<file path="config.mk">
export PLATFORM = sky130hd
export DESIGN_NAME = if_fetch_stage
export DESIGN_NICKNAME = d
export VERILOG_FILES = /design/src/rtl/if_fetch_stage.sv
export SDC_FILE = /design/constraint.sdc
export NUM_CORES = 1
export LEC_CHECK = 0
export CAP_MARGIN = 30
export CORE_AREA = 2 2 87 151
export DETAILED_ROUTE_END_ITERATION = 6
export DIE_AREA = 0 0 89 153
export HOLD_SLACK_MARGIN = 0.1
export PLACE_DENSITY = 0.74
export SKIP_LAST_GASP = 1
export SLEW_MARGIN = 20
export SYNTH_ARGS = -nofsm -noshare
export SYNTH_HDL_FRONTEND = slang
export SYNTH_SLANG_ARGS = --single-unit
</file>
<file path="constraint.sdc">
create_clock -name clk -period 2.7 [get_ports clk]
set_input_delay 0.675 -clock clk [delete_from_list [all_inputs] [get_ports clk]]
set_output_delay 0.675 -clock clk [all_outputs]
set_load 0.01 [all_outputs]
</file>
<file path="src/rtl/if_fetch_stage.sv">
// Instruction-fetch stage: owns the PC, runs the req/ack handshake to instruction
// memory and holds the fetched word for the main controller decoder.
//
// state    | meaning
// ---------+----------------------------------------------------------
// ST_RST   | one idle cycle after reset release, no request
// ST_FETCH | imem_req high at pc, waiting for imem_ack
// ST_VALID | instr holds an unconsumed word, waiting for consume
// ST_HALT  | misaligned redirect seen, frozen until rst_n
module if_fetch_stage #(
    parameter int                XLEN      = 32,
    parameter logic [XLEN-1:0]   RESET_PC  = '0,
    parameter logic [31:0]       NOP_INSTR = 32'h0000_0013
) (
    input  logic            clk,
    input  logic            rst_n,
    output logic            imem_req,
    output logic [XLEN-1:0] imem_addr,
    input  logic            imem_ack,
    input  logic [31:0]     imem_rdata,
    output logic [31:0]     instr,
    output logic [6:0]      opcode,
    output logic [XLEN-1:0] pc_out,
    output logic [XLEN-1:0] pc_plus4,
    output logic            instr_valid,
    input  logic            instr_ready,
    input  logic            stall,
    input  logic            redirect,
    input  logic [XLEN-1:0] redirect_target,
    output logic            misaligned
);

    localparam logic [1:0] ST_RST   = 2'd0;
    localparam logic [1:0] ST_FETCH = 2'd1;
    localparam logic [1:0] ST_VALID = 2'd2;
    localparam logic [1:0] ST_HALT  = 2'd3;

    logic [1:0]      state;
    logic [XLEN-1:0] pc;
    logic [XLEN-1:0] pc_q;
    logic [31:0]     instr_q;
    logic            misaligned_q;
    logic            consume;

    assign consume = instr_ready & ~stall;

    // pc is the next fetch address; pc_q tags the word sitting in instr_q.
    always_ff @(posedge clk or negedge rst_n) begin
        if (!rst_n) begin
            state        <= ST_RST;
            pc           <= RESET_PC;
            pc_q         <= RESET_PC;
            instr_q      <= NOP_INSTR;
            misaligned_q <= 1'b0;
        end else begin
            case (state)
                ST_RST: begin
                    state <= ST_FETCH;
                end
                ST_FETCH: begin
                    if (imem_ack) begin
                        instr_q <= imem_rdata;
                        pc_q    <= pc;
                        state   <= ST_VALID;
                    end
                end
                ST_VALID: begin
                    if (consume) begin
                        if (!redirect) begin
                            pc    <= pc_q + XLEN'(4);
                            state <= ST_FETCH;
                        end else if (redirect_target[1:0] == 2'b00) begin
                            pc    <= redirect_target;
                            state <= ST_FETCH;
                        end else begin
                            misaligned_q <= 1'b1;
                            instr_q      <= NOP_INSTR;
                            state        <= ST_HALT;
                        end
                    end
                end
                ST_HALT: begin
                    state <= ST_HALT;
                end
                default: begin
                    state <= ST_RST;
                end
            endcase
        end
    end

    assign imem_req    = (state == ST_FETCH);
    assign imem_addr   = pc;
    assign instr       = instr_q;
    assign opcode      = instr_q[6:0];
    assign pc_out      = pc_q;
    assign pc_plus4    = pc_q + XLEN'(4);
    assign instr_valid = (state == ST_VALID);
    assign misaligned  = misaligned_q;

endmodule
</file>
Word level (Yosys, flattened, before mapping):

Cells that the tools add are included.

* register bits after elaboration: 99
* input port bits: 70
* output and inout port bits: 138

* $add $sub $neg: 1
* eq/ne operators: 8
* multiplexer cells: 12
* bitwise logic cells: 3
* reductions and logical operators: 8

Operator list (number)
* $mux W32: 6
* $pmux W32 S2: 1
* $add A32 B3 Y32 const B: 1
* $mux W2: 4
* $ne A2 B1 Y1 const B: 4
* $pmux W2 S4: 1
* $reduce_and A5 Y1: 1
* $eq A2 B2 Y1 const B: 2
* $logic_not A2 Y1: 2
* $reduce_and A2 Y1: 2
* $reduce_and A4 Y1: 1
* $reduce_and A3 Y1: 1
* $eq A2 B1 Y1 const B: 1
* $ne A2 B2 Y1 const B: 1
* $not A1 Y1: 2
* $reduce_bool A2 Y1: 1
* $and A1 B1 Y1: 1

Longest topological paths before layout:

Gate-level depths: netlist (run 1).

* word-level depth: 5
* mapped depth: 8
* depth with buffers taken out: 6

Worst setup path after synthesis (run 1):

Ideal clock, no wire load.

* kind: register to output
* from: register pc_q[2] (netlist: pc_out[2])
* to: output pc_plus4[26]
* data arrival time: 1779 ps
* required time: 2025 ps
* setup slack: 246 ps
* cell stages (with the launch flop): 6
* path buffers: 0
* path through: dfrtp_1 -> ha_1 -> inv_1 -> or4_4 -> nor3_2 -> xor2_1

* cells in the longest elaborated chain, start to end: 1

Ends and longest elaborated chain
* start: declaration: line 40 `logic [XLEN-1:0] pc_q;`
* start signal: assignment: line 63 `pc_q <= pc;`
* $add A32 B3 Y32: line 97 `assign pc_plus4 = pc_q + XLEN'(4);`
* end: declaration: line 24 `output logic [XLEN-1:0] pc_plus4,`

Every way passes these cells.

Worst setup path after layout (run 1):

* from: register pc_q[8] (netlist: pc_out[8])
* to: output pc_plus4[17]

The elaborated chain is that of the path after synthesis.

==> results of run 1 <==
==> state kept, by name, indices dropped and copies added, names as in the netlist <==
signal      cells
imem_addr      32
instr          32
pc_out         32
state           2
misaligned      1
==> kinds of logic after synthesis <==
logic type | count (synthesis) | share of synthesized area [%]
flops | 99 | 52.6
compound gates | 74 | 11.7
buf+inv | 52 | 4.98
simple gates | 228 | 23.1
fa+ha+maj | 1 | 0.265
xor+xnor | 26 | 4.83
mux | 12 | 2.55
==> synthesized netlist by cell type (2+ instances only) <==
| library cell | n | share of area, % |
|---|---|---|
| dfstp_2 | 3 | 1.7 |
| buf_2 | 4 | 0.42 |
| a221o_1 | 10 | 2.1 |
| nor4bb_1 | 2 | 0.42 |
| nand4_1 | 14 | 1.9 |
| dfrtp_1 | 96 | 51 |
| and3_1 | 21 | 2.8 |
| o21ai_0 | 20 | 2.1 |
| xor2_1 | 6 | 1.1 |
| mux2i_1 | 12 | 2.5 |
| clkbuf_1 | 25 | 2.0 |
| nor4_1 | 2 | 0.27 |
| nand2b_1 | 3 | 0.40 |
| a32o_1 | 2 | 0.42 |
| o31ai_1 | 2 | 0.32 |
| nor2_1 | 14 | 1.1 |
| inv_1 | 7 | 0.56 |
| and2_1 | 2 | 0.27 |
| a31oi_1 | 2 | 0.27 |
| nand2_1 | 124 | 9.9 |
| nor2b_1 | 2 | 0.27 |
| a22o_1 | 29 | 5.4 |
| nand3_1 | 24 | 2.5 |
| a21o_1 | 3 | 0.48 |
| buf_4 | 9 | 1.4 |
| nor3_2 | 2 | 0.42 |
| buf_1 | 5 | 0.40 |
| xnor2_1 | 20 | 3.7 |
| and4_1 | 5 | 0.93 |
| or2_2 | 2 | 0.27 |
| nor3_1 | 7 | 0.74 |
| a21oi_1 | 5 | 0.53 |
==> metrics by stage <==
step / utilization [%] / power, mW / worst slack (ns)
2_1_floorplan: - / 2.64 / 0.246
3_5_place_dp: 58.7 / 3.72 / -0.339
3_3_place_gp: 58.7 / 3.67 / -0.323
5_1_grt: 63.5 / 5.24 / -0.176
6_report: 63.5 / 4.99 / -0.104
4_1_cts: 62.4 / 5.02 / -0.164
==> per-layer routing <==
metal  global-route usage (%)  wire length, µm
met5                        0                0
met4                     12.9              613
met1                     27.3             5930
met3                     5.78             1080
met2                     44.9             9450
==> power by group through the flow <==
stage	combinational (mW)	sequential, mW	clock (mW)
floorplan	0.438	2.20	0
CTS	1.64	2.06	1.31
global route	1.76	2.10	1.38
detailed placement	1.65	2.07	0
global placement	1.61	2.06	0
finish	1.65	2.06	1.29
==> worst min path at each step <==
stage                          start      endpoint  slack [ns]  depth (start not counted)
final                          rst_n     instr[28]        0.29                          1
after global routing           rst_n     instr[28]        0.32                          1
after CTS                      rst_n     instr[28]        0.30                          1
after detailed placement    instr[0]      instr[0]        0.46                          2
after global placement    misaligned    misaligned        0.45                          1
after floorplan                rst_n  imem_addr[0]        0.38                          0
==> layout make-up <==
type,instances,area share [%]
Multi-Input combinational cell,341,28.5
Inverter,8,0.380
Clock buffer,11,3.08
Clock inverter,5,0.666
Tap cell,168,2.66
Timing Repair Buffer,284,33.3
Sequential cell,99,31.4
==> repair_timing <==
| action | in CTS | in global routing |
|---|---|---|
| setup endpoints to repair | 28 | 23 |
| pin swaps | 19 | 15 |
| buffers inserted | 14 | 4 |
| gates resized for setup | 84 | 43 |
==> critical path, stage by stage, from the launching register on <==
cell and delay, ns:
dfrtp_1 0.40, nand4_4 0.15, buf_6 0.15, nor4_4 0.25, buf_4 0.18, buf_6 0.10
buf_4 0.09, a31oi_2 0.10, or2_4 0.26, buf_6 0.12
==> results_dict.tcl, run 1 <==
set metrics [dict create \
    placeableCoreArea_um2 12400 \
    grt-ovfl-total 0 \
    critical_path_class "reg2out" \
    powerDensity_nw_per_um2 632 \
    drive_above_1_share_pct 20.3 \
    num_io_pins 208 \
    grt_use_total_pct 25.4 \
    endpoint "pc_plus4[17]" \
    p_clk_share_pct 25.8 \
    h-tree-depth 3 \
    routed_wl_um 17100 \
    worstMarginPinSlew_ns 0.814 \
    switching_share_pct 28.5 \
    drt_first_pass_iters 4 \
    dp_hpwl_um 12200 \
    grt_antenna_before_repair 0 \
    ys.flop_type "dfrtp_1" \
    cp.required_ns 2.03 \
    synth_nets 563 \
    drtIter0Drc 261 \
    final_common_cell "clkdlybuf4s50_1" \
    maxCapViolCount 0 \
    diodes 0 \
    reg2reg_slack_ns 0.52 \
    clk_pin_slew_worst_paths_ns 0.07 \
    fmax_ghz 0.357 \
    setup_tns_ns -0.421 \
    tritoncts "done" \
    fillerInstances 1022 \
    layout_common_cells "clkdlybuf4s50_1, nand2_1, dfrtp_1" \
    finalInstanceArea_um2 7890 \
    timing.final.ws_setup_ns -0.104 \
    sequentialPowerShare_pct 41.2 \
    hold_viol 0 \
    multi_input_area_um2 2250 \
    drv_slew 0 \
    violations "negative setup slack" \
    netlist_instances 492 \
    cts_buffers 9 \
    grt_pass1_vias 5199 \
    cts.sinks 99 \
    synth-async-reset-ratio_pct 100 \
    netlist_area_um2 4720 \
    via_per_inst 5.24 \
    cp_max_fo 4 \
    gp_congestion 0.903 \
    p_sw_mw 1.42 \
    synth_edf_count 0 \
    startpoint "pc_out[8]" \
    r2r-start "pc_out[8]" \
    end_kind "output port" \
    whs_ns 0.286 \
    grt_pass1_wl_um 26600 \
    final_cells 916 \
    start_kind "flip-flop" \
    die_x_um 89 \
    cp.arrival_ns 2.13 \
    via_count 4801 \
    finalSetupViolations 7 \
    grt_max_degree 66 \
    io_buffers 207 \
    rsz0062_at_grt "true" \
    clk_path_buf_depth 2 \
    dp_cells 884 \
    r2r_end "imem_addr[24]" \
    route.detailed.drc 0 \
    clockRootBuffer "clkbuf_16" \
    ys_warn_count 0 \
    synth-seq-cells 99 \
    die_h_um 153 \
    fin_crit_ns 2.80 \
    clock_skew_ns 0.0112 \
    power_leakage_nw 4.00 \
    relSlewSlack_pct 45.5 \
    avgSynthCellArea_um2 9.59 \
    hold_class "in2async" \
    ant_nets 0 \
    seq_area_frac_synth_pct 52.6 \
    reg2regPathDepth 8 \
    wl_per_cell_um 18.6 \
    num_rows 54 \
    worstSkewPairLatency_ns 0.34 \
    synth_cell_types 40 \
    outcome "finished, violations left" \
    placed_area_um2 7300 \
    vdd_ir_drop_max_uv 427 \
    seqCellArea_um2 2480 \
    comb_power_share_pct 33.0 \
    finalCritPeriodShare_pct 104 \
    area_growth_pct 67.2 \
    start_util_pct 38.0 \
    hold_buffers 0 \
    die_area_um2 13600 \
    intPower_mw 3.57 \
    final_nets 814 \
]
Note: power is estimated with default switching activity, not from simulation.
==> run 2, diff against run 1 <==
--- a/config.mk
+++ b/config.mk
@@ -6,11 +6,11 @@
 export NUM_CORES = 1
 export LEC_CHECK = 0
 export CAP_MARGIN = 30
-export CORE_AREA = 2 2 87 151
+export CORE_AREA = 2 2 159 83
 export DETAILED_ROUTE_END_ITERATION = 6
-export DIE_AREA = 0 0 89 153
+export DIE_AREA = 0 0 161 85
 export HOLD_SLACK_MARGIN = 0.1
-export PLACE_DENSITY = 0.74
+export PLACE_DENSITY = 0.75
 export SKIP_LAST_GASP = 1
 export SLEW_MARGIN = 20
 export SYNTH_ARGS = -nofsm -noshare
==> run 2 against run 1 <==
The run still ends with negative setup slack left. Highest routed layer unchanged. Non-clock buffer count rose by 6. Critical path type unchanged. Count of clock-buffer cells in the layout is the same. Maximum frequency fell by 2.9%.
==> results_dict.tcl, run 2 (synthesis results as in run 1) <==
set metrics [dict create \
    outcome "finished, violations left" \
    violations "negative setup slack" \
    dp_hpwl_um 12300 \
    drv_slew 0 \
    wl_per_cell_um 18.6 \
    cp_max_fo 4 \
    power_leakage_nw 3.99 \
    gp_congestion 0.876 \
    die_area_um2 13700 \
    cts.sinks 99 \
    finalCritPeriodShare_pct 107 \
    grt_use_total_pct 24.6 \
    rsz0062_at_grt "true" \
    whs_ns 0.232 \
    end_kind "output port" \
    maxCapViolCount 0 \
    start_kind "flip-flop" \
    clk_pin_slew_worst_paths_ns 0.07 \
    final_cells 923 \
    globalRouteMet3Util_pct 8.31 \
    tritoncts "done" \
    worstMarginPinSlew_ns 0.855 \
    grt-ovfl-total 0 \
    final_common_cell "clkdlybuf4s50_1" \
    finalSetupViolations 15 \
    dp_cells 885 \
    num_rows 29 \
    placeableCoreArea_um2 12300 \
    routed_wl_um 17200 \
    drt_first_pass_iters 5 \
    fin_total_pwr_mw 4.97 \
    clockRootBuffer "clkbuf_16" \
    cp.required_ns 2.03 \
    start_util_pct 38.3 \
    drtIter0Drc 452 \
    io_buffers 207 \
    ant_nets 0 \
    drive_above_1_share_pct 21.0 \
    met2_usage_pct 36.1 \
    fin_crit_ns 2.89 \
    powerDensity_nw_per_um2 625 \
    final_nets 820 \
    clock_skew_ns 0.00923 \
    num_io_pins 208 \
    hold_buffers 0 \
    vdd_ir_drop_max_uv 456 \
    worstSkewPairLatency_ns 0.34 \
    route.detailed.drc 0 \
    cp.arrival_ns 2.21 \
    timing.final.ws_setup_ns -0.187 \
    top_usage_layer "met2" \
    grt_antenna_before_repair 0 \
    fmax_ghz 0.346 \
    diodes 0 \
    cts_buffers 9 \
    via_count 4885 \
    area_growth_pct 68.5 \
    relSlewSlack_pct 42.8 \
    layout_common_cells "clkdlybuf4s50_1, nand2_1, dfrtp_1" \
    grt_pass1_wl_um 26100 \
    grt_max_degree 66 \
    hold_class "in2async" \
    hold_viol 0 \
    via_per_inst 5.29 \
    gr-usage-met1_pct 36.0 \
    clk_path_buf_depth 2 \
    h-tree-depth 3 \
    die_h_um 85 \
    die_x_um 161 \
    critical_path_class "reg2out" \
    utilization_pct 64.4 \
    grt_pass1_vias 4667 \
]
[run 2: cell count changes in the layout (fill, tap and decap cells not counted), moves of 2 or more]
cell	previous run	this run
buf_4	68	76
clkbuf_2	4	2
clkinv_2	3	0
clkinvlp_4	1	3
dlymetal6s2s_1	4	2
xor2_1	4	2
xor2_2	2	4
[run 2: final timing paths]
kind / cells after the start / end / slack (ns) / from
worst max register to register: 9 / imem_addr[31] / 0.45 / pc_out[9]
worst max-delay path: 8 / pc_plus4[31] / -0.19 / pc_out[9]
min in group clk: 2 / instr[1] / 0.49 / instr[1]
max in group asynchronous: 2 / imem_addr[13] / 1.80 / rst_n
worst min register to register: 2 / instr[1] / 0.49 / instr[1]
worst min-delay path: 1 / instr[24] / 0.23 / rst_n
[run 2: worst max-delay path, cell delays in order, from the launching register on]
cell	delay, ns
dfrtp_1	0.40
nand4_4	0.17
buf_12	0.17
nor4bb_4	0.26
buf_4	0.19
buf_4	0.12
nand4_1	0.16
xnor2_2	0.23
buf_2	0.17
[run 2: final cells by class]
type	count	area, µm²
Sequential cell	99	2480
Timing Repair Buffer	290	2670
Clock inverter	4	52.6
Clock buffer	11	233
Inverter	8	30.0
Fill cell	985	4390
Multi-Input combinational cell	341	2270
Tap cell	170	213
[run 2: repair_timing]
| action | in CTS | in global routing |
|---|---|---|
| endpoints found under the setup margin | 25 | 22 |
| cloned | 0 | 0 |
| buffers inserted | 12 | 11 |
| gates resized for setup | 90 | 39 |
| pin swaps | 17 | 19 |
[run 2: report_power, final]
group          switching [mW]  leakage [nW]  internal (mW)  total, mW
Sequential              0.237          1.32           1.82       2.06
Combinational           0.635          2.55           1.02       1.65
Clock                   0.551         0.128          0.714       1.27
Total                    1.42          3.99           3.55       4.97
[run 2: metrics by stage]
step / setup WS [ns] / setup TNS (ns) / area [µm²]
floorplan: 0.246 / 0 / 4720
global placement: -0.136 / -0.773 / 7280
detailed placement: -0.175 / -0.930 / 7280
CTS: -0.209 / -0.908 / 7730
global route: -0.252 / -2.86 / 7950
finish: -0.187 / -1.60 / 7950
[run 2: metal layers]
layer | vias up | wire (µm)
met5 | - | 0
met4 | 0 | 173
met3 | 20 | 1520
met2 | 257 | 7500
met1 | 2397 | 7970
li1 | 2211 | -
